===== src/rtl/gate_sweep_ctrl.sv =====
// Applies all four {x,y} vectors to a 2-input gate, samples z after a settle window, and
// accumulates a mismatch map/count; GATE_SWEEP_FAIL_STOP_EN ends the sweep at the first mismatch.
module gate_sweep_ctrl #(
  parameter int         SETTLE_CYCLES = 2,
  parameter logic [3:0] EXPECT        = 4'b1110
) (
  input  logic       clk,
  input  logic       rst,
  input  logic       start,
  output logic       x,
  output logic       y,
  input  logic       z,
  output logic       busy,
  output logic       done,
  output logic       pass,
  output logic [2:0] fail_count,
  output logic [3:0] fail_map,
  output logic [1:0] vec_idx
);

  typedef enum logic [1:0] {S_IDLE, S_APPLY, S_CHECK, S_DONE} state_t;

  localparam logic [3:0] RELOAD = 4'(SETTLE_CYCLES - 1);

  state_t     state_q, state_d;
  logic [3:0] cnt_q, cnt_d;
  logic [1:0] vec_q, vec_d;
  logic [3:0] map_q, map_d;
  logic [2:0] fcnt_q, fcnt_d;
  logic       pass_q, pass_d;
  logic       done_q, done_d;
  logic       busy_q, busy_d;
  logic       mism;
  logic       last;

  always_comb begin
    state_d = state_q;
    cnt_d   = cnt_q;
    vec_d   = vec_q;
    map_d   = map_q;
    fcnt_d  = fcnt_q;
    pass_d  = pass_q;
    done_d  = 1'b0;
    mism    = 1'b0;
    last    = 1'b0;
    case (state_q)
      S_IDLE: begin
        if (start) begin
          state_d = S_APPLY;
          vec_d   = 2'd0;
          cnt_d   = RELOAD;
          map_d   = 4'd0;
          fcnt_d  = 3'd0;
          pass_d  = 1'b0;
        end
      end
      S_APPLY: begin
        if (cnt_q == 4'd0) begin
          state_d = S_CHECK;
        end else begin
          cnt_d = cnt_q - 4'd1;
        end
      end
      S_CHECK: begin
        mism = (z != EXPECT[vec_q]);
        if (mism) begin
          map_d[vec_q] = 1'b1;
          fcnt_d       = fcnt_q + 3'd1;
        end
`ifdef GATE_SWEEP_FAIL_STOP_EN
        last = mism || (vec_q == 2'd3);
`else
        last = (vec_q == 2'd3);
`endif
        if (last) begin
          state_d = S_DONE;
          done_d  = 1'b1;
          pass_d  = (fcnt_d == 3'd0);
        end else begin
          state_d = S_APPLY;
          vec_d   = vec_q + 2'd1;
          cnt_d   = RELOAD;
        end
      end
      S_DONE: begin
        state_d = S_IDLE;
      end
      default: begin
        state_d = S_IDLE;
      end
    endcase
    // busy/done are registered alongside the state so they line up with it exactly
    busy_d = (state_d == S_APPLY) || (state_d == S_CHECK);
  end

  always_ff @(posedge clk) begin
    if (rst) begin
      state_q <= S_IDLE;
      cnt_q   <= 4'd0;
      vec_q   <= 2'd0;
      map_q   <= 4'd0;
      fcnt_q  <= 3'd0;
      pass_q  <= 1'b0;
      done_q  <= 1'b0;
      busy_q  <= 1'b0;
    end else begin
      state_q <= state_d;
      cnt_q   <= cnt_d;
      vec_q   <= vec_d;
      map_q   <= map_d;
      fcnt_q  <= fcnt_d;
      pass_q  <= pass_d;
      done_q  <= done_d;
      busy_q  <= busy_d;
    end
  end

  assign x          = vec_q[1];
  assign y          = vec_q[0];
  assign vec_idx    = vec_q;
  assign busy       = busy_q;
  assign done       = done_q;
  assign pass       = pass_q;
  assign fail_count = fcnt_q;
  assign fail_map   = map_q;

endmodule


===== config.mk =====
export PLATFORM = sky130hd
export DESIGN_NAME = gate_sweep_ctrl
export DESIGN_NICKNAME = d
export VERILOG_FILES = /design/src/rtl/gate_sweep_ctrl.sv
export SDC_FILE = /design/constraint.sdc
export NUM_CORES = 1
export LEC_CHECK = 0
export BUFFER_PORTS_ARGS = -buffer_cell sky130_fd_sc_hd__buf_2
export CORE_MARGIN = 2
export CORE_UTILIZATION = 30
export DETAILED_ROUTE_END_ITERATION = 10
export SLEW_MARGIN = 20
export SYNTH_ARGS = -nofsm -noshare
export SYNTH_HDL_FRONTEND = slang
export SYNTH_SLANG_ARGS = --single-unit

===== constraint.sdc =====
create_clock -name clk -period 5.02 [get_ports clk]
set_clock_uncertainty 0.2 [all_clocks]
set_input_delay 1.004 -clock clk [delete_from_list [all_inputs] [get_ports clk]]
set_output_delay 1.004 -clock clk [all_outputs]
set_load 0.01 [all_outputs]

==> results of run 1 <==
-- routing by layer --
metal | vias to the layer above | wire length (microns) | track usage [%]
met2 | 15 | 732 | 17.82
met1 | 307 | 745 | 12.47
li1 | 375 | - | -
met4 | 0 | 29 | 4.983
met5 | - | 0 | 0
met3 | 4 | 95 | 3.956
-- sequential cells by signal (all words and copies together), names as in the netlist --
register	cells
pass	1
fail_count	3
vec_idx	2
cnt_q	4
fail_map	4
done	1
busy	1
state_q	2
-- kinds of logic (layout without fill, tap and decap cells) --
family | Yosys count | in the layout | share of synthesized area, %
muxes | 1 | 1 | 1.268
adders and majority gates | 8 | 8 | 11.27
DFF | 18 | 18 | 40.56
and+or+nand+nor | 32 | 32 | 18.59
AOI/OAI and AO/OA | 23 | 23 | 17.46
xor gates and xnor gates | 4 | 4 | 3.944
buffers and inverters | 14 | 30 | 6.900
-- path summary, 6_finish.rpt --
| check | end | cells past startpoint | slack (ps) | from |
|---|---|---|---|---|
| max reg2reg | fail_count[0]$_SDFFE_PP0P_ | 6 | 2960 | vec_idx[0]$_SDFFE_PP0P_ |
| min reg2reg | fail_map[0]$_SDFFE_PP0P_ | 2 | 280 | fail_map[0]$_SDFFE_PP0P_ |
| max | vec_idx[0] | 1 | 2900 | vec_idx[0]$_SDFFE_PP0P_ |
| min | fail_map[0]$_SDFFE_PP0P_ | 2 | 280 | fail_map[0]$_SDFFE_PP0P_ |
-- per-stage QoR --
step | std cells | cell area, sq um | hold slack, ps | total power (uW)
2_1_floorplan | 100 | 888.4 | 265.1 | 190.8
3_3_place_gp | 143 | 984.7 | 248.1 | 200.5
3_5_place_dp | 143 | 984.7 | 258.5 | 201.4
4_1_cts | 147 | 1021 | 283.5 | 289.0
5_1_grt | 147 | 1021 | 323.4 | 302.9
6_report | 147 | 1021 | 281.3 | 285.2
-- tightest hold or removal path: cells and delay by family, from the launching register on --
kind,cells,cell delay [ps]
flops,1,340
simple gates,1,70
compound gates,1,40
-- Yosys cell counts (all sizes together), types with 2 or more instances --
library cell | n | area share (%)
dfxtp | 18 | 41
a21oi | 6 | 3.8
a31oi | 5 | 3.5
and2 | 2 | 1.7
nand2b | 2 | 1.4
nor2 | 6 | 2.5
a22oi | 2 | 1.7
nor3 | 6 | 3.4
inv | 9 | 3.8
nand3 | 3 | 1.7
clkbuf | 2 | 0.85
ha | 8 | 11
buf | 3 | 2.3
xnor2 | 2 | 2.0
a211oi | 2 | 1.7
o21ai | 3 | 1.7
nand2 | 7 | 3.0
xor2 | 2 | 2.0
-- cell type report --
type                    instances  area, sq um
flip-flops and latches         18        360.3
repair buffers                 17        85.08
fillers                       293         1760
well taps                      31        38.79
clock buffers                   4        36.28
multi-input cells              68        466.7
inverters                       9        33.78
-- report_power, final --
part           switching (uW)  internal, uW
registers                5.73           148
logic                    24.2          19.1
clock network            43.5          44.2
==> flow_summary_export.csv, run 1 <==
group,metric,value,unit
run_status,outcome,"completed",
critical_path,crit_type,"reg -> out",
die,die_h,58.42,microns
timing,timing.setup.tns,0,ps
route,first_pass_iters,4,
die,dieArea,3412,sq um
critical_path,end_kind,"primary output",
hold_path,hp-class,"reg -> reg",
placed_design,dp_hpwl,1264,microns
pwr,powerDensity,279.4,nW/um^2
timing,maxSlewHeadroom,69.24,%
critical_path,cp.required,3820,ps
critical_path,worst-path-buf-inv,1,
critical_path,path_delay_family,"flip-flops",
job,cap_violations,0,
logic_synthesis,syn_inst,100,
logic_synthesis,ys_types,33,
global_route,antenna_found_initial,0,
clock_network,clock_sinks,18,
cells_and_area,area_growth,14.93,%
timing,worstMarginPinSlew,456.5,ps
logic_synthesis,synth-main-ff-cell,"dfxtp_1",
global_route,grt_pass1_vias,661,
die,die_x,58.42,microns
cells_and_area,final_common_cell,"dfxtp_1",
placed_design,dp_slack,2630,ps
timing,drv_slew,0,
timing,timing.final.ws_setup,2896,ps
global_route,grt_pass1_wl,2787,microns
logic_synthesis,synth-edff-count,0,
critical_path,cp.arrival,920,ps
critical_path,crit_path_start_kind,"flip-flop",
die,design.core.area,2781,sq um
global_route,grt_overflow,0,
timing,hold_violations,0,
cells_and_area,num_antenna_cells,0,
die,start_util,31.94,%
cells_and_area,layout_common_cells,"dfxtp_1, buf_2, inv_1, ha_1, nand2_1",
logic_synthesis,synth_area,888.4,sq um
route,routed_wl,1603,microns
route,via_count,701,
critical_path,cp_max_fo,8,
clock_network,post_cts_resized,0,
die,rows,19,
timing,fmax,470.8,MHz
critical_path,slowest_stage,"dfxtp_1",
global_route,grt_max_degree,13,
route,vias_per_cell,4.769,
clock_network,root_buffer,"clkbuf_4",
logic_synthesis,syn_nets,112,
route,initialDrtViolationCount,21,
logic_synthesis,async_flop_share,0,%
clock_network,cts-htree-levels,1,
clock_network,holdBufCountCts,0,
critical_path,cpPeakStageDelay,450,ps
timing,finalSetupViolCount,0,
die,ios,18,
logic_synthesis,ys_ff_latch,18,
clock_network,cts_buffer_depth,2,
logic_synthesis,yosys_warnings,0,
timing,fin_crit,2124,ps
clock_network,clock_latency,290,ps
cells_and_area,utilization,36.71,%
clock_network,cts.clk_slew.worst_paths,100,ps
logic_synthesis,avgSynthCellArea,8.884,sq um
cells_and_area,drive_gt1_share,23.28,%
clock_network,cts_buffers,3,
timing,rsz0062_at_grt,"no",
timing,finalCritPeriodShare,42.31,%
route,wire_per_inst,10.90,microns
route,ant_nets,0,
cells_and_area,nNetsFinal,129,
clock_network,postCtsSetupRepairBufs,0,
clock_network,cts_tree,"yes",
placed_design,gp_congestion,0.7521,
placed_design,io_buffers,17,
global_route,grt.total_usage,10.83,%
logic_synthesis,ys_seq_area_share,40.56,%
critical_path,path_cells,"buf_2",
pwr,p_leak,0.0004516,uW
route,drc,0,
pwr,ir_worst_vdd,201.8,uV
Note: power is estimated with default switching activity, not from simulation.
==> run 2, diff against run 1 <==
clock period = 2.1 ns   (was 5.02 ns; I/O delays follow)
==> run 2 against run 1 <==
Net effect:
- hold slack got worse by 50 ps
- core utilization increased by 1.1 points
- cell area grew 2.9%
- combinational power rose to 2.6 times the previous value
- global-route usage is 0.87 points higher
- die area stayed put
- count of clock-buffer cells in the layout unchanged
- sequential power grew 140%
- largest power group unchanged
==> flow_summary_export.csv, run 2 (same netlist as run 1, synthesis figures left out) <==
group,metric,value,unit
critical_path,end_kind,"flip-flop",
clock_network,post_cts_resized,0,
route,vias_per_cell,4.722,
route,wire_per_inst,11.25,microns
critical_path,cpPeakStageDelay,400,ps
pwr,ir_worst_vdd,465.6,uV
clock_network,holdBufCountCts,0,
critical_path,crit_path_start_kind,"flip-flop",
clock_network,cts_tree,"yes",
pwr,p_leak,0.0004720,uW
route,routed_wl,1699,microns
pwr,total_power,693.3,uW
clock_network,cts_buffers,3,
critical_path,cp.arrival,1910,ps
cells_and_area,layout_common_cells,"dfxtp_1, buf_2, inv_1, ha_1, nand2_1",
placed_design,io_buffers,17,
timing,finalSetupViolCount,0,
cells_and_area,final_cells,151,
die,design.core.area,2781,sq um
clock_network,cts_buffer_depth,2,
clock_network,cts-htree-levels,1,
clock_network,clock_sinks,18,
global_route,grt_pass1_wl,3105,microns
timing,timing.setup.tns,0,ps
global_route,grt.total_usage,11.70,%
clock_network,postCtsSetupRepairBufs,0,
critical_path,path_cells,"inv_1 -> ha_1 -> or3b_4 -> and2_4 -> or3_1 -> a21oi_2",
clock_network,root_buffer,"clkbuf_4",
cells_and_area,final_cell_area,1051,sq um
timing,rsz0062_at_grt,"no",
die,start_util,31.94,%
route,drc,0,
placed_design,dp_cells,147,
global_route,grt_pass1_vias,713,
die,die_x,58.42,microns
global_route,grt_overflow,0,
critical_path,worst-path-buf-inv,1,
pwr,powerDensity,659.6,nW/um^2
route,ant_nets,0,
global_route,antenna_found_initial,0,
placed_design,post_dp_cell_area,1015,sq um
hold_path,hp-class,"in -> reg",
timing,fmax,532.7,MHz
route,initialDrtViolationCount,35,
timing,holdWs,231.5,ps
global_route,grt_max_degree,13,
placed_design,gp_congestion,0.7929,
timing,hold_violations,0,
job,cap_violations,0,
route,via_count,713,
timing,fin_crit,1877,ps
cells_and_area,nNetsFinal,133,
placed_design,dp_hpwl,1339,microns
cells_and_area,final_common_cell,"dfxtp_1",
die,ios,18,
critical_path,crit_type,"reg -> reg",
cells_and_area,area_growth,18.31,%
route,first_pass_iters,4,
timing,maxSlewHeadroom,67.20,%
clock_network,cts.clk_slew.worst_paths,100,ps
timing,worstMarginPinSlew,486.8,ps
clock_network,clock_latency,290,ps
critical_path,path_delay_family,"simple AND/OR/NAND/NOR gates",
cells_and_area,drive_gt1_share,25.83,%
die,dieArea,3412,sq um
run_status,outcome,"completed",
die,die_h,58.42,microns
timing,drv_slew,0,
critical_path,cp_max_fo,5,
die,rows,19,
timing,finalCritPeriodShare,89.39,%
critical_path,slowest_stage,"or3b_4",
critical_path,cp.required,2130,ps
cells_and_area,num_antenna_cells,0,
[run 2: cell types whose count changed in the layout (fill, tap and decap cells not counted)]
cell   change
buf_4      +4
[run 2: cell type report]
cell class | instances | area [sq um]
clock buffers | 4 | 36.28
fillers | 282 | 1730
repair buffers | 21 | 115.1
multi-input cells | 68 | 466.7
flip-flops and latches | 18 | 360.3
inverters | 9 | 33.78
well taps | 31 | 38.79
[run 2: metrics by stage]
| stage | setup WS [ps] | util, % |
|---|---|---|
| after floorplan | 165.0 | - |
| after global placement | 299.0 | 36.48 |
| after detailed placement | 236.2 | 36.48 |
| after CTS | 213.4 | 37.79 |
| after global routing | 123.7 | 37.79 |
| final | 222.9 | 37.79 |
[run 2: worst paths after layout]
check / from / endpoint / slack (ps) / cells after the start
worst max-delay path: cnt_q[0]$_SDFFE_PP0P_ / cnt_q[1]$_SDFFE_PP0P_ / 220 / 6
worst min-delay path: rst / cnt_q[1]$_SDFFE_PP0P_ / 230 / 2
worst max register to register: cnt_q[0]$_SDFFE_PP0P_ / cnt_q[1]$_SDFFE_PP0P_ / 220 / 6
worst min register to register: fail_map[3]$_SDFFE_PP0P_ / fail_map[3]$_SDFFE_PP0P_ / 280 / 2
[run 2: report_power, final]
group          internal [uW]  switching [uW]  total, uW
registers                355            13.6        369
clock network            106             106        212
logic                   51.9            60.8        113
[run 2: layer usage]
metal	global-route usage [%]	up-vias	part of all wire (%)
met1	14.61	317	48
met4	2.990	0	0
met5	0	-	0
met3	3.956	0	5.0
met2	19.26	16	47
li1	-	380	-
==> run 3, diff against run 2 <==
clock period = 1.8 ns   (was 2.1 ns; I/O delays follow)
==> run 3 against run 2 <==
Net effect:
- the flow now finishes with violations (negative setup slack)
- clock power grew 20%
- first-iteration DRC count shrank 63%
- critical endpoint unchanged
- register-to-register slack lost 230 ps
- die area is the same
- total power grew 22%
==> flow_summary_export.csv, run 3 (same netlist as run 1, synthesis figures left out) <==
group,metric,value,unit
cells_and_area,final_common_cell,"buf_2",
die,dieArea,3412,sq um
hold_path,hp-class,"in -> reg",
global_route,grt.total_usage,11.08,%
clock_network,cts_tree,"yes",
clock_network,cts-htree-levels,1,
timing,finalSetupViolCount,1,
pwr,pwr-share-seq,50.8,%
placed_design,gp_congestion,0.7116,
critical_path,slowest_stage,"or3b_4",
clock_network,clock_sinks,18,
pwr,intPower,620.1,uW
timing,fmax,554.5,MHz
critical_path,end_kind,"flip-flop",
placed_design,io_buffers,17,
timing,timing.final.ws_setup,-3.442,ps
route,first_pass_iters,4,
die,ios,18,
clock_network,clock_latency,290,ps
clock_network,root_buffer,"clkbuf_4",
critical_path,crit_type,"reg -> reg",
route,routed_wl,1832,microns
route,ant_nets,0,
global_route,grt_pass1_wl,2939,microns
global_route,grt_overflow,0,
route,vias_per_cell,4.667,
timing,maxSlewHeadroom,72.05,%
global_route,grt_max_degree,11,
route,drc,0,
critical_path,cp_max_fo,2,
pwr,powerDensity,744.8,nW/um^2
cells_and_area,area_growth,27.61,%
die,die_x,58.42,microns
die,rows,19,
timing,holdWs,197.8,ps
cells_and_area,drive_gt1_share,38.28,%
pwr,p_leak,0.0005212,uW
timing,hold_violations,0,
critical_path,crit_path_start_kind,"flip-flop",
die,design.core.area,2781,sq um
critical_path,cpPeakStageDelay,370,ps
pwr,switching_power,224.2,uW
route,initialDrtViolationCount,13,
job,cap_violations,0,
die,start_util,31.94,%
clock_network,cts.clk_slew.worst_paths,110,ps
pwr,pwr-share-clk,30.0,%
timing,finalCritPeriodShare,100.2,%
route,via_count,742,
clock_network,cts_buffer_depth,2,
critical_path,path_cells,"inv_2 -> ha_2 -> or3b_4 -> and2_4 -> or3_4 -> a21oi_2",
route,wire_per_inst,11.52,microns
pwr,ir_worst_vdd,550.7,uV
pwr,comb_power_share,19.2,%
pwr,swShare,26.55,%
timing,drv_slew,0,
global_route,grt_pass1_vias,687,
placed_design,dp_hpwl,1404,microns
critical_path,cp.required,1840,ps
die,die_h,58.42,microns
timing,worstMarginPinSlew,414.9,ps
run_status,violations,"negative setup slack",
timing,rsz0062_at_grt,"yes",
cells_and_area,num_antenna_cells,0,
global_route,antenna_found_initial,0,
cells_and_area,nNetsFinal,141,
critical_path,cp.arrival,1840,ps
clock_network,cts_buffers,3,
run_status,outcome,"finished with violations",
timing,timing.setup.tns,-3.442,ps
cells_and_area,layout_common_cells,"buf_2, dfxtp_1, buf_4",
timing,fin_crit,1803,ps
[run 3: cell types whose count changed in the layout (fill, tap and decap cells not counted), moves of 2 or more]
cell | before | now
buf_4 | 4 | 12
dfxtp_1 | 18 | 14
dfxtp_2 | 0 | 4
inv_1 | 9 | 7
inv_2 | 0 | 2
[run 3: power by group through the flow]
| stage | clock network [uW] | logic, uW | registers [uW] |
|---|---|---|---|
| after floorplan | 0 | 96.5 | 438 |
| after CTS | 265 | 152 | 429 |
| after global routing | 276 | 181 | 432 |
| after global placement | 0 | 144 | 435 |
| final | 254 | 162 | 429 |
| after detailed placement | 0 | 148 | 436 |
[run 3: per-stage QoR]
step / utilization (%) / std cells / total power (uW) / instance area [sq um] / setup slack [ps]
after floorplan: - / 100 / 534.2 / 898.4 / 19.13
after global placement: 37.92 / 151 / 579.2 / 1055 / 45.69
after detailed placement: 37.92 / 151 / 584.3 / 1055 / 3.397
after CTS: 39.59 / 156 / 845.3 / 1101 / 2.856
after global routing: 40.76 / 159 / 889.3 / 1134 / -60.96
final: 40.76 / 159 / 844.4 / 1134 / -3.442
[run 3: cell type report]
type | count | area, sq um
fill | 297 | 1648
multi-input combinational | 68 | 484.2
sequential | 18 | 365.4
timing repair buffer | 29 | 175.2
tap | 31 | 38.79
clock buffer | 4 | 36.28
inverter | 9 | 33.78
[run 3: worst paths after layout]
check                                 from                  endpoint  slack [ps]  cells past startpoint
setup / recovery     cnt_q[0]$_SDFFE_PP0P_     cnt_q[1]$_SDFFE_PP0P_          -3                      6
hold / removal                         rst     cnt_q[1]$_SDFFE_PP0P_         200                      3
setup reg to reg     cnt_q[0]$_SDFFE_PP0P_     cnt_q[1]$_SDFFE_PP0P_          -3                      6
hold reg to reg   fail_map[1]$_SDFFE_PP0P_  fail_map[1]$_SDFFE_PP0P_         280                      2
[run 3: metal layers]
| layer | global-route usage (%) | wire length, microns |
|---|---|---|
| met5 | 0 | 0 |
| met4 | 1.993 | 0 |
| met3 | 3.956 | 60 |
| met2 | 18.62 | 871 |
| met1 | 13.75 | 900 |
[run 3: what timing repair did]
action,in CTS,in global routing
setup buffers,1,3
resized for setup,4,3
pin swaps,2,3
hold buffers,0,0
endpoints found under the setup margin,1,5
[run 3: critical path: cells and delay by family, from the launching register on]
family,cells,cell delay [ps]
fa+ha+maj,1,140
compound gates,1,130
flops,1,340
simple gates,3,880
buf+inv,1,50
